--- src/rtl/fir_mac_bank.sv ---
// fir_mac_bank: per-bank FIR multiply-accumulate stage fed by one coefficient RAM bank.
// Define FIR_MAC_SATURATION_EN to clamp the partial sum to OUT_W and add the oSat flag.
module fir_mac_bank #(
  parameter int TAPS   = 10,
  parameter int DATA_W = 3,
  parameter int COEF_W = 16,
  parameter int ACC_W  = 23,
  parameter int OUT_W  = 16
) (
  input  logic                     iClk_12M,
  input  logic                     iRsn,
  input  logic                     iEnSample600k,
  input  logic                     iUpdateFlag,
  input  logic                     iEnDelay,
  input  logic signed [DATA_W-1:0] iFirIn,
  input  logic [3:0]               iInSel,
  input  logic                     iMacEn,
  input  logic signed [COEF_W-1:0] iCoeff,
  output logic signed [OUT_W-1:0]  oMacOut,
  output logic                     oMacValid,
  output logic                     oBusy
`ifdef FIR_MAC_SATURATION_EN
  ,
  output logic                     oSat
`endif
);

  localparam int PROD_W = DATA_W + COEF_W;

  typedef enum logic [1:0] {
    IDLE  = 2'd0,
    ACCUM = 2'd1,
    DONE  = 2'd2
  } state_e;

  state_e                    state_q, state_d;
  logic signed [DATA_W-1:0]  tap_q [TAPS];
  logic signed [DATA_W-1:0]  tap_d [TAPS];
  logic [3:0]                sel_q, sel_d;
  logic                      vld_q, vld_d;
  logic [4:0]                cnt_q, cnt_d;
  logic signed [ACC_W-1:0]   acc_q, acc_d;
  logic signed [OUT_W-1:0]   mac_out_q, mac_out_d;
  logic                      mac_valid_q, mac_valid_d;
  logic                      busy_q, busy_d;
`ifdef FIR_MAC_SATURATION_EN
  logic                      sat_q, sat_d;
  logic                      clamp_s;
`endif

  logic signed [DATA_W-1:0]  tap_sel_s;
  logic signed [PROD_W-1:0]  prod_s;
  logic signed [ACC_W-1:0]   sum_s;
  logic signed [OUT_W-1:0]   res_s;
  logic                      term_ok_s;

  // Delay chain shifts on iEnDelay independent of the MAC state.
  always_comb begin
    for (int k = 0; k < TAPS; k++) begin
      tap_d[k] = tap_q[k];
    end
    if (iEnDelay) begin
      tap_d[0] = iFirIn;
      for (int k = 1; k < TAPS; k++) begin
        tap_d[k] = tap_q[k-1];
      end
    end else begin
      tap_d[0] = tap_q[0];
    end
  end

  // Stage-2 datapath: tap select, full-width product, running sum and output conversion.
  always_comb begin
    tap_sel_s = {DATA_W{1'b0}};
    for (int k = 0; k < TAPS; k++) begin
      if (sel_q == 4'(k)) begin
        tap_sel_s = tap_q[k];
      end else begin
        tap_sel_s = tap_sel_s;
      end
    end
    term_ok_s = ({1'b0, sel_q} < 5'(TAPS));
    prod_s    = tap_sel_s * iCoeff;
    sum_s     = acc_q + {{(ACC_W-PROD_W){prod_s[PROD_W-1]}}, prod_s};
`ifdef FIR_MAC_SATURATION_EN
    // Overflow whenever the bits above the output sign bit are not a pure sign extension.
    clamp_s = (|sum_s[ACC_W-1:OUT_W-1]) && !(&sum_s[ACC_W-1:OUT_W-1]);
    if (clamp_s) begin
      res_s = sum_s[ACC_W-1] ? {1'b1, {(OUT_W-1){1'b0}}} : {1'b0, {(OUT_W-1){1'b1}}};
    end else begin
      res_s = sum_s[OUT_W-1:0];
    end
`else
    res_s = sum_s[OUT_W-1:0];
`endif
  end

  // Frame FSM: update flag beats frame strobe, which beats the final accumulate.
  always_comb begin
    state_d     = state_q;
    sel_d       = sel_q;
    vld_d       = 1'b0;
    cnt_d       = cnt_q;
    acc_d       = acc_q;
    mac_out_d   = mac_out_q;
    mac_valid_d = 1'b0;
`ifdef FIR_MAC_SATURATION_EN
    sat_d       = 1'b0;
`endif
    if (iUpdateFlag) begin
      state_d = IDLE;
      acc_d   = {ACC_W{1'b0}};
      cnt_d   = 5'd0;
    end else if (iEnSample600k) begin
      state_d = ACCUM;
      acc_d   = {ACC_W{1'b0}};
      cnt_d   = 5'd0;
    end else begin
      case (state_q)
        IDLE: begin
          state_d = IDLE;
        end
        ACCUM: begin
          vld_d = iMacEn;
          if (iMacEn) begin
            sel_d = iInSel;
          end else begin
            sel_d = sel_q;
          end
          if (vld_q && term_ok_s) begin
            acc_d = sum_s;
            cnt_d = cnt_q + 5'd1;
            if (cnt_q == 5'(TAPS-1)) begin
              state_d     = DONE;
              mac_out_d   = res_s;
              mac_valid_d = 1'b1;
`ifdef FIR_MAC_SATURATION_EN
              sat_d       = clamp_s;
`endif
            end else begin
              state_d = ACCUM;
            end
          end else begin
            state_d = ACCUM;
          end
        end
        DONE: begin
          state_d = DONE;
        end
        default: begin
          state_d = IDLE;
        end
      endcase
    end
    busy_d = (state_d == ACCUM);
  end

  // State and output registers with synchronous active-low reset.
  always_ff @(posedge iClk_12M) begin
    if (!iRsn) begin
      state_q     <= IDLE;
      for (int k = 0; k < TAPS; k++) begin
        tap_q[k] <= {DATA_W{1'b0}};
      end
      sel_q       <= 4'd0;
      vld_q       <= 1'b0;
      cnt_q       <= 5'd0;
      acc_q       <= {ACC_W{1'b0}};
      mac_out_q   <= {OUT_W{1'b0}};
      mac_valid_q <= 1'b0;
      busy_q      <= 1'b0;
`ifdef FIR_MAC_SATURATION_EN
      sat_q       <= 1'b0;
`endif
    end else begin
      state_q     <= state_d;
      for (int k = 0; k < TAPS; k++) begin
        tap_q[k] <= tap_d[k];
      end
      sel_q       <= sel_d;
      vld_q       <= vld_d;
      cnt_q       <= cnt_d;
      acc_q       <= acc_d;
      mac_out_q   <= mac_out_d;
      mac_valid_q <= mac_valid_d;
      busy_q      <= busy_d;
`ifdef FIR_MAC_SATURATION_EN
      sat_q       <= sat_d;
`endif
    end
  end

  assign oMacOut   = mac_out_q;
  assign oMacValid = mac_valid_q;
  assign oBusy     = busy_q;
`ifdef FIR_MAC_SATURATION_EN
  assign oSat      = sat_q;
`endif

endmodule

--- config.mk ---
export PLATFORM = sky130hd
export DESIGN_NAME = fir_mac_bank
export DESIGN_NICKNAME = d
export VERILOG_FILES = /design/src/rtl/fir_mac_bank.sv
export SDC_FILE = /design/constraint.sdc
export NUM_CORES = 1
export LEC_CHECK = 0
export CAP_MARGIN = 10
export CORE_ASPECT_RATIO = 1.25
export CORE_UTILIZATION = 58
export DETAILED_ROUTE_END_ITERATION = 8
export GPL_ROUTABILITY_DRIVEN = 0
export GPL_TIMING_DRIVEN = 0
export PLACE_DENSITY_LB_ADDON = 0.05
export SLEW_MARGIN = 10
export SYNTH_ARGS = -nofsm -noshare
export SYNTH_HDL_FRONTEND = slang
export SYNTH_SLANG_ARGS = --single-unit
--- constraint.sdc ---
create_clock -name iClk_12M -period 6.94 [get_ports iClk_12M]
set_input_delay 0.694 -clock iClk_12M [delete_from_list [all_inputs] [get_ports iClk_12M]]
set_output_delay 0.694 -clock iClk_12M [all_outputs]
set_load 0.01 [all_outputs]
---- Word level (Yosys, flattened, before mapping) ----
Memory sizes are Yosys's and may differ from the RTL's.
Index checks and enable logic that the tools add are counted.
word-level totals
  flip-flop bits (word level) ............. 53
  RAM bits ................................ 30
  bits of input ports ..................... 29
  output and inout port bits .............. 18
  logic and storage cells ................. 79
  memories ................................ 1
memories
  memory  depth  width  read ports  clocked after Yosys merged registers in  write ports  line  source
  tap_q   10     3      10          0                                        10           37    logic signed [DATA_W-1:0] tap_q [TAPS];
operators by class
  add/subtract/negate cells ............... 2
  multipliers ............................. 1
  magnitude comparators ................... 1
  eq/ne operators ......................... 13
  mux-type cells .......................... 30
  bitwise operators ....................... 15
  reduce and logical (&&, ||, !) cells .... 8
operators with widths
  cell                                                              count
  3-bit two-way mux                                                 21
  27-bit two-way mux                                                1
  23-bit adder                                                      1
  3-bit by 16-bit multiplier with 19-bit output                     1
  4-bit by 3-bit == test with 1-bit output (second input constant)  4
  1-bit OR                                                          10
  4-bit by 2-bit == test with 1-bit output (second input constant)  2
  4-bit == test (second input constant)                             2
  2-bit two-way mux                                                 4
  5-bit by 1-bit adder with 5-bit output (second input constant)    1
  5-bit by 4-bit == test with 1-bit output (second input constant)  1
  1-bit NOT                                                         5
  5-bit AND reduction                                               1
  5-bit OR reduction                                                1
  2-bit by 1-bit == test with 1-bit output (second input constant)  2
  4-bit by 1-bit == test with 1-bit output (second input constant)  1
  4-bit logical NOT                                                 1
  4-bit < comparator (second input constant)                        1
  2-bit one-hot mux with 2 select lines                             1
  4-bit AND reduction                                               1
  4-bit OR reduction                                                1
  1-bit two-way mux                                                 3
  3-bit OR reduction                                                1
  2-bit == test (second input constant)                             1
  2 further kinds                                                   2

---- Longest topological paths before layout ----
  depth after elaboration ................. 13
  gate-level depth with buffers ........... 29
  gate-level depth less buffers ........... 27

---- Worst setup path before layout ----
OpenSTA, ideal clock, no wires.
  path type ............................... reg2reg
  start ................................... register sel_q[0]
  end ..................................... register acc_q[15]
  library setup time ...................... 132 ps
  arrival time ............................ 5,548 ps
  required time ........................... 6,808 ps
  slack ................................... 1,260 ps
  stages on the path, launching flop included .. 27
  buffers on the path ..................... 2
  clock period less this slack ............ 5,680 ps
  cells stage by stage .................... dfxtp_1 -> buf_2 -> mux2i_1 -> o22ai_1 -> a41oi_1 -> o31a_1 -> buf_1 -> nor2_1 -> fa_1 -> ha_1 -> ha_1 -> fa_1 -> a21o_1 -> a21oi_1 -> nor2b_1 -> o21a_1 -> nor2_1 -> xnor2_1 -> ha_1 -> or4_1 -> a311oi_1 -> o41ai_1 -> a21o_1 -> a21oi_1 -> xnor3_1 -> nand2_1 -> a21oi_1
on the way
  longest elaborated chain between the ends .. 13
  elaborated cells on any way between the ends .. 25
  those cells by class .................... add/sub (1); mul (1); order compare (1); eq/ne (9); mux (10); reduce/logical (3)
ends and longest elaborated chain
  what                                           line  source
  start, declared                                39    logic [3:0] sel_q, sel_d;
  start signal, assigned                         180   sel_q <= sel_d;
  4-bit logical NOT                              76    if (sel_q == 4'(k)) begin
  3-bit two-way mux (10 in a row)                76
  3-bit by 16-bit multiplier with 19-bit output  83    prod_s = tap_sel_s * iCoeff;
  23-bit adder                                   84    sum_s = acc_q + {{(ACC_W-PROD_W){prod_s[PROD_W-1]}}, prod_s};
  end signal, assigned                           168   acc_q <= {ACC_W{1'b0}};
  end, declared                                  42    logic signed [ACC_W-1:0] acc_q, acc_d;
Several ways; a longest one is shown, not always the timed one.
A chain may end at the register's enable or synchronous reset.

---- Worst setup path after layout ----
Ends and elaborated chain as after synthesis.

==> results summary <==
The run finished with clean final reports. The finished layout cell area came out at 0.00585 mm^2. The routed wire length is 10600 um.

The detailed router's first-iteration violation count came out at 159. The count of unique library cells instantiated by Yosys came out at 58. The number of buffers on the longest clock path came out at 2. For this run, the post-layout net count is 709. The internal portion of total power is 0.000753 W.

The combined area of all synthesized cells is 0.00504 mm^2. The total negative setup slack came out at 0 ns. The worst setup path is captured at a flip-flop. The switching power as a share of total power came out at 0.255. TritonCTS built the clock tree. The core footprint is 0.00833 mm^2. The clock root buffer is sky130_fd_sc_hd__clkbuf_8. The boundary pin count came out at 47. The combinational power share is 0.154. The floorplan step defined a die boundary enclosing 0.00908 mm^2.

The launch point of the worst reg-to-reg path is sel_q[0]$_SDFFE_PN0P_. The xor-xnor portion of the synthesized cell area is 0.0625. The adder and majority cell fraction of the synthesized area is 0.175. The commonest non-fill, non-tap cell in the layout is sky130_fd_sc_hd__dfxtp_1. The detailed-routing iteration count for the pre-antenna-repair pass is 6. The via count of the first global-routing pass came out at 4029. The number of antenna violations at the first check in global routing is 0. The static power due to leakage is 2.45 nW. The net load switching power came out at 0.000258 W. The worst reg-to-reg path cell count came out at 26. The count of flip-flops with a built-in enable after synthesis is 0. In the final routed layout, each cell accounts on average for 14.7 um. The placed instance area came out at 0.00561 mm^2. Data on the critical path is required at its endpoint by 7.17 ns.

Among all flip-flop cells after synthesis, the most frequent one is sky130_fd_sc_hd__dfxtp_1. Setup repair after global routing left no endpoint under its margin. The fmax is 154 MHz. In this run the mean area of a mapped cell was 8.94 um^2. The ratio of total power to cell area came out at 173 mW/mm^2. The tool flagged a number of max-cap violations equal to 0. The area fraction in compound gates after synthesis was 0.122. The die boundary height is 106 um.

In this run the worst setup path terminates at acc_q[15]$_SDFFE_PP0P_. The first global-routing pass estimated 17800 um of wire. The ratio of cells with drive above 1 in the final layout came out at 0.0593. The number of cell rows came out at 37. The post-CTS setup repair buffer count is 0. The fraction of the cycle the final worst path needs is 0.933. The clock-pin transition on the worst setup and hold timing paths is 0.08 ns. The proportion of register bits with asynchronous set or reset after synthesis is 0. After synthesis the netlist holds a flip-flop and latch count of 76. The part of the power in the clock network is 0.410. Setup violations remaining at the end of the flow were counted as 0. The worst-case IR drop observed on VDD is 0.122 mV. Measured against its own limit, the worst slew margin works out to 0.504.

The number of hold buffers added after cts is 0. The maximum fanout count along the critical path is 10. In this run the number of H-tree levels came out at 3. Clock tree synthesis found a total of 76 sinks. The number of max-slew violations in the final report came to 0. The die is 85.4 um wide.

For this run, design rule violations remaining after detail routing come to 0. Global routing finished with a remaining overflow of 0. The shortest period the worst path allows came out at 6.48 ns. The post-detailed-route count of antenna-violating nets came out at 0.

The count of input and output buffers is 44. The via count of the routed design came out at 4053. The initial utilization of the core area, before any placement, comes to 0.605.

The setup clock skew after layout came out at 0.0113 ns. The count of synthesis-stage warnings from yosys came out at 0. The worst hold path belongs to the class flip-flop to flip-flop. The maximum number of pins on one net before global-route repair came out at 14. 0 antenna diodes ended up in the layout.

The net count of the mapped netlist is 654. After technology mapping, the gate count stands at 564. The total CTS buffers is 9. Of the synthesized area, sequential elements account for 0.302.

The half-perimeter wire length of the detailed placement result came out at 8330 um. Leaving out fill and tap cells, the most frequent cells in the layout are sky130_fd_sc_hd__dfxtp_1, sky130_fd_sc_hd__nand2_1, sky130_fd_sc_hd__nor2b_1, sky130_fd_sc_hd__ha_1, sky130_fd_sc_hd__clkdlybuf4s50_1. STA classifies the critical path startpoint as a flip-flop. The transition time at the pin with the least slew margin came out at 0.744 ns. Of the total synthesized cell area, the portion taken by AND, OR, NAND and NOR gates is 0.209. The clock reaches the later pin of the worst-skew pair after 0.36 ns. By startpoint and endpoint, the worst setup path is classified as flip-flop to flip-flop. The endpoint identified for the worst register-to-register timing path is acc_q[15]$_SDFFE_PP0P_. The ratio of routed vias to standard cells is 5.62.

The mux contribution to synthesized area is 0.0923. The total track usage came out at 0.249. The number of cells upsized or downsized after cts is 0.

At the worst endpoint, the arrival time is 6.71 ns. By area, the combinational part of the netlist is dominated by simple AND/OR/NAND/NOR gates. The hold violation count in the final report is 0.

In this run the worst setup path begins at sel_q[0]$_SDFFE_PN0P_. Relative to the synthesized area, the layout overhead comes to 15.9%. The setup check on the worst reg-to-reg path leaves a slack of 0.46 ns. Of the total power, registers draw 0.436.
[stage by stage]
step / cells / setup WS, ns / hold slack, ns / util / total power, W
after global routing: 721 / 0.0872 / 0.486 / 0.702 / 0.00105
final: 721 / 0.462 / 0.462 / 0.702 / 0.00101
after detailed placement: 705 / 0.359 / 0.451 / 0.673 / 0.000607
after global placement: 705 / 0.501 / 0.447 / 0.673 / 0.000605
after CTS: 721 / 0.333 / 0.464 / 0.702 / 0.00101
after floorplan: 564 / 1.26 / 0.441 / - / 0.000560
[metal layers]
| metal | part of all wire | global-route usage | vias to the layer above |
|---|---|---|---|
| li1 | - | - | 2036 |
| met1 | 0.42 | 0.280 | 1937 |
| met2 | 0.53 | 0.460 | 57 |
| met3 | 0.029 | 0.0396 | 23 |
| met4 | 0.024 | 0.101 | 0 |
| met5 | 0 | 0 | - |
[worst min path at each step]
stage / start / end / slack (ns) / depth (start not counted)
after floorplan: acc_q[0]$_SDFFE_PP0P_ / acc_q[0]$_SDFFE_PP0P_ / 0.44 / 2
after global placement: acc_q[13]$_SDFFE_PP0P_ / acc_q[13]$_SDFFE_PP0P_ / 0.45 / 2
after detailed placement: acc_q[6]$_SDFFE_PP0P_ / acc_q[6]$_SDFFE_PP0P_ / 0.45 / 2
after CTS: acc_q[4]$_SDFFE_PP0P_ / acc_q[4]$_SDFFE_PP0P_ / 0.46 / 2
after global routing: acc_q[5]$_SDFFE_PP0P_ / acc_q[5]$_SDFFE_PP0P_ / 0.49 / 2
final: oMacOut[0]$_SDFFE_PN0P_ / oMacOut[0]$_SDFFE_PN0P_ / 0.46 / 2
[worst max-delay path, stage by stage (launching register included)]
cell and delay (ns):
sky130_fd_sc_hd__dfxtp_1 0.42, sky130_fd_sc_hd__buf_2 0.32, sky130_fd_sc_hd__mux2i_1 0.24, sky130_fd_sc_hd__o22ai_1 0.10, sky130_fd_sc_hd__a41oi_1 0.17, sky130_fd_sc_hd__o31a_1 0.34
sky130_fd_sc_hd__clkbuf_2 0.31, sky130_fd_sc_hd__nor2_1 0.10, sky130_fd_sc_hd__fa_1 0.50, sky130_fd_sc_hd__ha_1 0.30, sky130_fd_sc_hd__ha_1 0.22, sky130_fd_sc_hd__fa_1 0.40
sky130_fd_sc_hd__a21o_1 0.19, sky130_fd_sc_hd__a21oi_1 0.21, sky130_fd_sc_hd__nor2b_1 0.10, sky130_fd_sc_hd__o21a_1 0.17, sky130_fd_sc_hd__nor2_1 0.11, sky130_fd_sc_hd__xnor2_1 0.11
sky130_fd_sc_hd__ha_1 0.24, sky130_fd_sc_hd__or4_1 0.52, sky130_fd_sc_hd__a311oi_1 0.33, sky130_fd_sc_hd__o41ai_1 0.14, sky130_fd_sc_hd__a21o_1 0.20, sky130_fd_sc_hd__a21oi_1 0.17
sky130_fd_sc_hd__xnor3_1 0.28, sky130_fd_sc_hd__nand2_1 0.09, sky130_fd_sc_hd__a21oi_1 0.06
[flip-flops by register name, indices dropped and copies added, names as in the netlist]
register,count
oMacOut,16
oBusy,1
vld_q,1
oMacValid,1
sel_q,4
acc_q,16
cnt_q,5
tap_q,30
state_q,2
[synth_stat cells, types with 2 or more instances]
library cell,n,area (um^2)
sky130_fd_sc_hd__a211oi_1,4,30.0
sky130_fd_sc_hd__a21boi_0,13,97.6
sky130_fd_sc_hd__a21o_1,4,30.0
sky130_fd_sc_hd__a21oi_1,31,155
sky130_fd_sc_hd__a31oi_1,2,12.5
sky130_fd_sc_hd__a41oi_1,2,17.5
sky130_fd_sc_hd__and2_1,12,75.1
sky130_fd_sc_hd__and2b_1,4,30.0
sky130_fd_sc_hd__and3_1,4,25.0
sky130_fd_sc_hd__buf_1,4,15.0
sky130_fd_sc_hd__buf_2,7,35.0
sky130_fd_sc_hd__clkbuf_1,16,60.1
sky130_fd_sc_hd__dfxtp_1,76,1520
sky130_fd_sc_hd__fa_1,16,320
sky130_fd_sc_hd__ha_1,45,563
sky130_fd_sc_hd__inv_1,17,63.8
sky130_fd_sc_hd__mux2i_1,42,420
sky130_fd_sc_hd__mux4_2,2,45.0
sky130_fd_sc_hd__nand2_1,72,270
sky130_fd_sc_hd__nand2b_1,4,25.0
sky130_fd_sc_hd__nand3_1,7,35.0
sky130_fd_sc_hd__nand4_1,3,18.8
sky130_fd_sc_hd__nor2_1,39,146
sky130_fd_sc_hd__nor2b_1,49,307
sky130_fd_sc_hd__nor3_1,8,40.0
sky130_fd_sc_hd__o211a_1,2,20.0
sky130_fd_sc_hd__o211ai_1,3,22.5
sky130_fd_sc_hd__o21a_1,2,15.0
sky130_fd_sc_hd__o21ai_0,6,30.0
sky130_fd_sc_hd__o21ai_1,4,20.0
sky130_fd_sc_hd__o22ai_1,3,18.8
sky130_fd_sc_hd__o31a_1,2,17.5
sky130_fd_sc_hd__o41ai_1,2,17.5
sky130_fd_sc_hd__or2_2,4,25.0
sky130_fd_sc_hd__or3_1,2,12.5
sky130_fd_sc_hd__xnor2_1,19,166
sky130_fd_sc_hd__xnor3_1,2,45.0
sky130_fd_sc_hd__xor2_1,10,87.6
[power by group through the flow]
stage / combinational [W] / clock [W] / sequential [W]
3_5_place_dp: 0.000156 / 0 / 0.000451
4_1_cts: 0.000158 / 0.000416 / 0.000441
2_1_floorplan: 0.000110 / 0 / 0.000450
5_1_grt: 0.000174 / 0.000435 / 0.000441
6_report: 0.000156 / 0.000414 / 0.000441
3_3_place_gp: 0.000154 / 0 / 0.000451
[final cells by class]
class / count / area, um^2
buffer: 28 / 124
clock buffer: 10 / 128
timing repair buffer: 44 / 440
clock inverter: 6 / 111
sequential: 76 / 1520
multi-input combinational: 442 / 3330
fill: 705 / 2480
tap: 97 / 121
inverter: 18 / 67.6
[cells by family (layout without fill, tap and decap cells)]
group | count (synthesis) | in the layout
buffers and inverters | 46 | 106
adders and majority gates | 61 | 61
muxes | 44 | 44
xor gates and xnor gates | 32 | 32
DFF | 76 | 76
and+or+nand+nor | 214 | 214
AOI/OAI and AO/OA | 91 | 91
(Power assumes the default switching activity.)
